$ cat src/rtl/pyramid_store_if.sv
// rtl/pyramid_store_if.sv - pixel-pyramid frame store bus bundle
//
// Groups every non-clock/reset signal of pyramid_store.
//   master : pyramid generator / reader side (drives writes and read requests)
//   slave  : pyramid_store side (drives read data and status)
// Signals:
//   frame_start        start-of-frame pulse
//   pixin0..2, w_en0..2 per-level pixel and write strobe
//   rd_en, rd_level, rd_addr  read request (level 3 or out-of-range returns 0)
//   rd_data, rd_valid  registered read response, one cycle after rd_en
//   lvl_done, frame_done, ovf  per-level completion, frame pulse, sticky overflow

interface pyramid_store_if #(
  parameter int W0 = 16,
  parameter int H0 = 16
);
  localparam int AW = $clog2(W0 * H0);

  logic          frame_start;
  logic [7:0]    pixin0;
  logic [7:0]    pixin1;
  logic [7:0]    pixin2;
  logic          w_en0;
  logic          w_en1;
  logic          w_en2;
  logic          rd_en;
  logic [1:0]    rd_level;
  logic [AW-1:0] rd_addr;
  logic [7:0]    rd_data;
  logic          rd_valid;
  logic [2:0]    lvl_done;
  logic          frame_done;
  logic [2:0]    ovf;

  modport master (
    output frame_start, pixin0, pixin1, pixin2, w_en0, w_en1, w_en2,
    output rd_en, rd_level, rd_addr,
    input  rd_data, rd_valid, lvl_done, frame_done, ovf
  );

  modport slave (
    input  frame_start, pixin0, pixin1, pixin2, w_en0, w_en1, w_en2,
    input  rd_en, rd_level, rd_addr,
    output rd_data, rd_valid, lvl_done, frame_done, ovf
  );
endinterface

$ cat src/rtl/pyramid_store.sv
// rtl/pyramid_store.sv - three-level image pyramid frame store
//
// Stores one frame of each pyramid level (D0 = W0*H0, D1 = D0/4, D2 = D0/16
// bytes) written in raster order, and serves single-cycle registered reads.
// Ports:
//   clk    rising-edge clock
//   reset  synchronous active-high reset (clears status and pointers, not arrays)
//   bus    pyramid_store_if slave modport (see interface for signal list)
// A level stops accepting writes once full; further writes set its sticky
// ovf bit. frame_start rewinds all levels without touching stored data.

module pyramid_store #(
  parameter int W0 = 16,
  parameter int H0 = 16
) (
  input logic             clk,
  input logic             reset,
  pyramid_store_if.slave  bus
);

  localparam int D0 = W0 * H0;
  localparam int D1 = D0 / 4;
  localparam int D2 = D0 / 16;
  localparam int AW = $clog2(D0);
  localparam int A1 = (D1 > 1) ? $clog2(D1) : 1;
  localparam int A2 = (D2 > 1) ? $clog2(D2) : 1;

  // Storage arrays; never reset so stale frames stay readable.
  logic [7:0] mem0 [0:D0-1];
  logic [7:0] mem1 [0:D1-1];
  logic [7:0] mem2 [0:D2-1];

  // Registered state
  logic [AW-1:0] wp0_q;
  logic [A1-1:0] wp1_q;
  logic [A2-1:0] wp2_q;
  logic [2:0]    done_q;
  logic [2:0]    ovf_q;
  logic          frame_done_q;
  logic [7:0]    rd_data_q;
  logic          rd_valid_q;

  // Next-state / write-port signals
  logic [AW-1:0] wp0_b, wp0_n;
  logic [A1-1:0] wp1_b, wp1_n;
  logic [A2-1:0] wp2_b, wp2_n;
  logic [2:0]    done_b, done_n;
  logic [2:0]    ovf_n;
  logic [2:0]    w_en;
  logic [2:0]    we;
  logic [7:0]    rd_word;

  assign w_en = {bus.w_en2, bus.w_en1, bus.w_en0};

  // frame_start acts as a rewind applied before this cycle's writes, so a
  // same-cycle write lands at address 0 and leaves the pointer at 1.
  always_comb begin
    wp0_b  = bus.frame_start ? '0 : wp0_q;
    wp1_b  = bus.frame_start ? '0 : wp1_q;
    wp2_b  = bus.frame_start ? '0 : wp2_q;
    done_b = bus.frame_start ? 3'b000 : done_q;
    ovf_n  = (bus.frame_start ? 3'b000 : ovf_q) | (w_en & done_b);
    we     = w_en & ~done_b;
    done_n = done_b;
    wp0_n  = wp0_b;
    wp1_n  = wp1_b;
    wp2_n  = wp2_b;

    // The write to the last address marks the level done; the pointer then
    // parks there instead of wrapping.
    if (we[0]) begin
      if (wp0_b == AW'(D0 - 1)) done_n[0] = 1'b1;
      else                      wp0_n     = wp0_b + 1'b1;
    end
    if (we[1]) begin
      if (wp1_b == A1'(D1 - 1)) done_n[1] = 1'b1;
      else                      wp1_n     = wp1_b + 1'b1;
    end
    if (we[2]) begin
      if (wp2_b == A2'(D2 - 1)) done_n[2] = 1'b1;
      else                      wp2_n     = wp2_b + 1'b1;
    end
  end

  always_ff @(posedge clk) begin
    if (reset) begin
      wp0_q        <= '0;
      wp1_q        <= '0;
      wp2_q        <= '0;
      done_q       <= 3'b000;
      ovf_q        <= 3'b000;
      frame_done_q <= 1'b0;
    end else begin
      wp0_q        <= wp0_n;
      wp1_q        <= wp1_n;
      wp2_q        <= wp2_n;
      done_q       <= done_n;
      ovf_q        <= ovf_n;
      // Rising edge of "all levels complete".
      frame_done_q <= (&done_n) & ~(&done_q);
    end
  end

  // Array writes are suppressed during reset so reset has priority.
  always_ff @(posedge clk) begin
    if (!reset && we[0]) mem0[wp0_b] <= bus.pixin0;
  end

  always_ff @(posedge clk) begin
    if (!reset && we[1]) mem1[wp1_b] <= bus.pixin1;
  end

  always_ff @(posedge clk) begin
    if (!reset && we[2]) mem2[wp2_b] <= bus.pixin2;
  end

  // Read path samples the arrays before this edge's writes land, giving
  // read-first behaviour on a same-address collision.
  always_comb begin
    rd_word = 8'h00;
    case (bus.rd_level)
      2'd0: rd_word = mem0[bus.rd_addr];
      2'd1: if (bus.rd_addr < AW'(D1)) rd_word = mem1[bus.rd_addr[A1-1:0]];
      2'd2: if (bus.rd_addr < AW'(D2)) rd_word = mem2[bus.rd_addr[A2-1:0]];
      default: rd_word = 8'h00;
    endcase
  end

  always_ff @(posedge clk) begin
    if (reset) begin
      rd_data_q  <= 8'h00;
      rd_valid_q <= 1'b0;
    end else begin
      rd_valid_q <= bus.rd_en;
      if (bus.rd_en) rd_data_q <= rd_word;
    end
  end

  assign bus.rd_data    = rd_data_q;
  assign bus.rd_valid   = rd_valid_q;
  assign bus.lvl_done   = done_q;
  assign bus.frame_done = frame_done_q;
  assign bus.ovf        = ovf_q;

endmodule

$ cat src/flat_wrapper.sv
// flat-port wrapper written by rule: the top's interface ports become plain ports
module pyramid_store_flat 
#(
  parameter int W0 = 16,
  parameter int H0 = 16
)
  (clk, reset, bus_frame_start, bus_pixin0, bus_pixin1, bus_pixin2, bus_w_en0, bus_w_en1, bus_w_en2, bus_rd_en, bus_rd_level, bus_rd_addr, bus_rd_data, bus_rd_valid, bus_lvl_done, bus_frame_done, bus_ovf);
  pyramid_store_if #(.W0(W0), .H0(H0)) bus_i ();
  input logic clk;
  input logic reset;
  input wire logic [$bits(bus_i.frame_start)-1:0] bus_frame_start;
  input wire logic [$bits(bus_i.pixin0)-1:0] bus_pixin0;
  input wire logic [$bits(bus_i.pixin1)-1:0] bus_pixin1;
  input wire logic [$bits(bus_i.pixin2)-1:0] bus_pixin2;
  input wire logic [$bits(bus_i.w_en0)-1:0] bus_w_en0;
  input wire logic [$bits(bus_i.w_en1)-1:0] bus_w_en1;
  input wire logic [$bits(bus_i.w_en2)-1:0] bus_w_en2;
  input wire logic [$bits(bus_i.rd_en)-1:0] bus_rd_en;
  input wire logic [$bits(bus_i.rd_level)-1:0] bus_rd_level;
  input wire logic [$bits(bus_i.rd_addr)-1:0] bus_rd_addr;
  output wire logic [$bits(bus_i.rd_data)-1:0] bus_rd_data;
  output wire logic [$bits(bus_i.rd_valid)-1:0] bus_rd_valid;
  output wire logic [$bits(bus_i.lvl_done)-1:0] bus_lvl_done;
  output wire logic [$bits(bus_i.frame_done)-1:0] bus_frame_done;
  output wire logic [$bits(bus_i.ovf)-1:0] bus_ovf;
  assign bus_i.frame_start = bus_frame_start;
  assign bus_i.pixin0 = bus_pixin0;
  assign bus_i.pixin1 = bus_pixin1;
  assign bus_i.pixin2 = bus_pixin2;
  assign bus_i.w_en0 = bus_w_en0;
  assign bus_i.w_en1 = bus_w_en1;
  assign bus_i.w_en2 = bus_w_en2;
  assign bus_i.rd_en = bus_rd_en;
  assign bus_i.rd_level = bus_rd_level;
  assign bus_i.rd_addr = bus_rd_addr;
  assign bus_rd_data = bus_i.rd_data;
  assign bus_rd_valid = bus_i.rd_valid;
  assign bus_lvl_done = bus_i.lvl_done;
  assign bus_frame_done = bus_i.frame_done;
  assign bus_ovf = bus_i.ovf;
  pyramid_store #(.W0(W0), .H0(H0)) u_core (.clk(clk), .reset(reset), .bus(bus_i));
endmodule
$ cat config.mk
export PLATFORM = sky130hd
export DESIGN_NAME = pyramid_store_flat
export DESIGN_NICKNAME = d
export VERILOG_FILES = /design/src/rtl/pyramid_store_if.sv /design/src/rtl/pyramid_store.sv /design/src/flat_wrapper.sv
export SDC_FILE = /design/constraint.sdc
export NUM_CORES = 2
export LEC_CHECK = 0
export CORE_UTILIZATION = 23
export CTS_BUF_LIST = sky130_fd_sc_hd__clkbuf_16
export DETAILED_ROUTE_END_ITERATION = 10
export SYNTH_ARGS = -nofsm -noshare
export SYNTH_HDL_FRONTEND = slang
export SYNTH_SLANG_ARGS = --single-unit
$ cat constraint.sdc
create_clock -name clk -period 3.8 [get_ports clk]
set_input_delay 0.57 -clock clk [delete_from_list [all_inputs] [get_ports clk]]
set_output_delay 0.57 -clock clk [all_outputs]
set_load 0.005 [all_outputs]
; Word-level counts from Yosys, hierarchy flattened
; Memory sizes are Yosys's and may differ from the RTL's.
; Index checks and enable logic that the tools add are counted.
[word_totals]
register_bits = 34
mem_bits_rw = 2688
in_bits = 41
wordCells = 60
memories = 3
[classes]
addsub = 3
order_cmp = 2
n_eq_ne = 5
muxes = 26
bitwise = 6
n_reduce_logical = 7
[mem_list]
columns = memory, words, width, rd, rd_ports_with_merged_regs, wr, line
row1 = u_core.mem0, 256, 8, 1, 0, 1, pyramid_store.sv:29  ; logic [7:0] mem0 [0:D0-1];
row2 = u_core.mem1, 64, 8, 1, 0, 1, pyramid_store.sv:30  ; logic [7:0] mem1 [0:D1-1];
row3 = u_core.mem2, 16, 8, 1, 0, 1, pyramid_store.sv:31  ; logic [7:0] mem2 [0:D2-1];
[ops]
columns = cell, count
row1 = $mux W8, 5
row2 = $pmux W8 S3, 1
row3 = $mux W6, 3
row4 = $mux W1, 12
row5 = $mux W4, 3
row6 = $add A8 B1 Y8 const B, 1
row7 = $eq A8 B8 Y1 const B, 1
row8 = $lt A8 B5 Y1 const B, 1
row9 = $lt A8 B7 Y1 const B, 1
row10 = $add A6 B1 Y6 const B, 1
row11 = $and A3 B3 Y3, 2
row12 = $eq A6 B6 Y1 const B, 1
row13 = $mux W3, 2
row14 = $reduce_and A3 Y1, 2
row15 = $add A4 B1 Y4 const B, 1
row16 = $eq A4 B4 Y1 const B, 1
row17 = $logic_and A1 B1 Y1, 3
row18 = $not A3 Y3, 1
row19 = $or A3 B3 Y3, 1
row20 = $eq A2 B1 Y1 const B, 1
row21 = $eq A2 B2 Y1 const B, 1
row22 = $logic_not A2 Y1, 1
row23 = $and A1 B1 Y1, 1
row24 = $logic_not A1 Y1, 1
row25 = $not A1 Y1, 1

; Depth between registers and ports, before layout
[logic_depth]
ltp_word = 6
ltp_mapped = 14
depth_no_buf = 9

; Worst setup path after synthesis
; Ideal clock, no wire load.
[synth_timing]
path_kind = input to register
from = in bus_frame_start
to = mem u_core.mem0[111][0], enable pin
setup_ps = 370
t_arrival_ps = 2764
path_slack_ps = 666
cell_stages = 10
path_buffers = 5
cell_sequence = clkbuf_1 > clkbuf_1 > clkbuf_1 > nor2b_1 > ha_1 > nand3_1 > or2_2 > clkbuf_1 > clkbuf_1 > nor2_1
[synth_via]
elab_chain_cells = 6
word_cells_on_any_way = 7
[synth_lines]
columns = item, line
row1 = from (decl), flat_wrapper.sv:11  ; input wire logic [$bits(bus_i.frame_start)-1:0] bus_frame_start;
row2 = $mux W3, pyramid_store.sv:61  ; done_b = bus.frame_start ? 3'b000 : done_q;
row3 = $not A3 Y3, pyramid_store.sv:63  ; we = w_en & ~done_b;
row4 = $and A3 B3 Y3, pyramid_store.sv:63
row5 = $logic_and A1 B1 Y1, pyramid_store.sv:106  ; if (!reset && we[0]) mem0[wp0_b] <= bus.pixin0;
row6 = $mux W1, pyramid_store.sv:106
row7 = $mux W1 (not written as such), pyramid_store.sv:106
row8 = to (decl), pyramid_store.sv:29
; Parallel ways exist; a longest one is shown, timed or not.

; Final worst setup path
[layout_timing]
from = mem u_core.mem0[137][5]
to = reg u_core.rd_data_q[5], in the netlist u_core.bus.rd_data[5]
[layout_via]
elab_chain_cells = 2
[layout_lines]
columns = item, line
row1 = $mem_v2 Z256 W8, -
row2 = $pmux W8 S3, pyramid_store.sv:121  ; case (bus.rd_level)
row3 = to (signal assigned), pyramid_store.sv:135  ; if (bus.rd_en) rd_data_q <= rd_word;
row4 = to (decl), pyramid_store.sv:40  ; logic [7:0] rd_data_q;
; Every way passes these cells.
; A chain may end at the register's enable or synchronous reset.

==> key figures <==
Run status
  – Status: finished, final reports clean

Power and ir drop
  – Max VDD drop: 352 uV
  – Lkg Pwr: 0.0401 uW
  – Pwr Density: 487 nW/um2

Clock network
  – CTS tree: yes
  – Worst-path clk slew: 60 ps
  – Postcts setup bufs: 0
  – Root Buffer: clkbuf_16
  – Skew-Pair Late Insertion Delay: 850 ps
  – Post-CTS Resized: 0
  – Clock Sinks: 2,722
  – Num CTS Buffers: 274
  – Maximum buffer depth of the clock tree: 4
  – Hold Buf Count CTS: 0
  – Max H-tree Level: 5

Finish
  – Filler Cells Inserted: 44,900
  – NumNets Final: 5,908
  – Design area: 128,000 um2
  – Layout cells sized above 1: 31.0%
  – P&R area growth vs syn: 20.6%
  – Final instance count without filler cells: 12,200
  – ANT cells: 0

Critical path
  – Required time of the critical path: 4530 ps
  – Crit Path Max Fanout: 1
  – Worst Path Arrival: 3980 ps
  – Critical path launch point type: flip-flop
  – Cell Chain, Critical Path: mux4_2 > a22o_1 > a2111oi_0 > buf_4 > a211oi_1 > buf_4 > a211oi_1 > buf_4 > a31oi_1 > buf_4 > a2111o_1
  – Slowest cell on crit path: mux4_2
  – Critical path's largest stage delay: 480 ps
  – Critical path class: reg2reg
  – Critical Path Most Common Cell: buf_4
  – CP Capture Type: flip-flop
  – R2r worst-path depth: 11

Floorplan
  – IO Pins: 57
  – Core area: 457,000 um2
  – Initial cell density of the core: 23.1%
  – Die ar.: 463,000 um2
  – Die height: 681 um
  – Die Wd: 681 um
  – Core Rows: 248

Worst hold path
  – Hold path cells: 1
  – Worst hold path type: in2reg

Global route
  – Initial antenna violation count: 18
  – GR Util All Layers: 12.7%
  – Largest net degree at the start of global routing: 144
  – GRT Residual Overflow: 0
  – Vias in the first global route: 56,200
  – Global-route wire length before repair: 427 mm

Place
  – Hpwl dp: 198 mm
  – Area after DPL: 119,000 um2
  – RD Place Congestion: 0.860
  – Placed cells: 11,700
  – Buffers added on ports: 56

Synthesis
  – Synth Net Count: 5,101
  – Top cells by area, synth: edfxtp_1, mux4_2, nor2_1
  – Most frequent cell after synthesis: edfxtp_1
  – Synthesized flop and latch total: 2,722
  – Post-synth EDFFs: 2,688
  – Synth top area share: 76.2%
  – Avg Inst Size Synth: 21.0 um2
  – Dominant synthesized flop cell: edfxtp_1
  – Yosys cell types: 72
  – Synth Warn #: 0
  – Commonest cells post-synth: edfxtp_1, mux4_2, nor2_1, nand2_1, clkbuf_1
  – Post-synthesis sequential area ratio: 76.9%
  – Synth async-reset ratio: 0%
  – Post-Synthesis Cells: 5,051
  – Area leader, netlist: edfxtp_1
  – Synth Cell Area: 106,000 um2

Timing
  – Max Transition Viols Final: 0
  – Unrepaired setup endpoints after global routing: false
  – Slew @ Worst Pin: 1470 ps
  – Setup violation total in the final timing report: 0
  – Fmax: 308 MHz
  – Post-route minimum period: 3250 ps
  – Final hold violation count: 0
  – Clk_skew: 37.7 ps
  – Final Cycle Share: 85.5%
  – Rel. slew slack: 1.69%

Detailed routing
  – 1st-pass router iterations: 5
  – 1st-iter DRT viols: 6,656
  – Detail Route Antenna Nets: 0
  – Vias/cell: 4.57
  – # DRC: 0
  – Wire length per cell: 24.8 um
  – Routed via count: 55,600
  – Final WL: 303 mm

Run
  – Max-capacitance violation count: 0
[final cells by class]
class,count,area (um2),area share [%]
clock buffers,283,7080,5.54
well taps,6125,7660,6.00
flip-flops and latches,2722,81400,63.7
inverters,13,52.6,0.0411
multi-input cells,2028,23100,18.1
clock inverters,189,1340,1.05
repair buffers,819,7120,5.58
[critical path: cells and delay by family, from the launching register on]
kind                   cells  cell delay [ps]
AOI/OAI and AO/OA          6             1490
buffers and inverters      4              790
muxes                      1              480
DFF                        1              370
[power breakdown]
group	internal, uW	total, uW	switching [uW]
Clock	14600	25900	11300
Sequential	33000	33000	21.9
Combinational	1210	3240	2020
[worst paths after layout]
path                             from                     to  slack [ps]
setup / recovery  u_core.mem0[137][5]  u_core.bus.rd_data[5]         550
hold / removal          bus_pixin0[0]    u_core.mem0[139][0]         330
setup reg to reg  u_core.mem0[137][5]  u_core.bus.rd_data[5]         550
hold reg to reg     u_core.bus.ovf[2]      u_core.bus.ovf[2]         480
[metrics by stage]
| stage | utilization (%) | total power, uW | setup TNS (ps) | hold WS, ps | setup slack, ps |
|---|---|---|---|---|---|
| detailed placement | 26.1 | 36900 | -909 | 470 | -217 |
| floorplan | - | 35200 | 0 | 460 | 666 |
| CTS | 27.9 | 62600 | 0 | 310 | 557 |
| finish | 27.9 | 62200 | 0 | 331 | 553 |
| global placement | 26.1 | 36800 | -1260 | 455 | -281 |
| global route | 27.9 | 63800 | 0 | 324 | 383 |
[flip-flops by register name, indices dropped and copies added, names as in the netlist]
name / flops
u_core.bus.frame_done: 1
u_core.bus.lvl_done: 3
u_core.bus.ovf: 3
u_core.bus.rd_data: 8
u_core.bus.rd_valid: 1
u_core.mem0: 2048
u_core.mem1: 512
u_core.mem2: 128
u_core.wp0_q: 8
u_core.wp1_q: 6
u_core.wp2_q: 4
[cell usage in the layout (no fill, tap or decap), types with 34 or more instances in the layout]
master,Yosys,final
inv_1,11,69
nand2_1,168,168
buf_4,37,698
nand3_1,65,64
clkinv_1,1,53
dfxtp_1,34,34
edfxtp_1,2688,2688
o22ai_1,34,34
clkbuf_16,0,283
a22oi_1,77,77
clkdlybuf4s50_1,0,34
a21oi_1,59,59
buf_12,0,67
nor2_1,435,433
clkinv_2,0,39
mux2i_1,96,96
mux4_2,677,677
[layer usage]
metal / part of all wire [%] / GRT usage [%] / wire, um
met1: 41 / 17.1 / 123000
met2: 47 / 20.3 / 141000
met5: 0.025 / 0 / 75
met4: 3.3 / 3.98 / 10100
met3: 9.5 / 2.89 / 28700
[cell families after synthesis]
kind of cell / count (synthesis) / synth area share (%)
AO/OA/AOI/OAI: 356 / 2.37
XOR/XNOR: 9 / 0.0745
adder cells (fa/ha/maj): 9 / 0.106
buffers and inverters: 301 / 1.41
flip-flops: 2722 / 76.9
multiplexers: 802 / 15.6
AND/OR/NAND/NOR: 852 / 3.55
(Power assumes the default switching activity.)
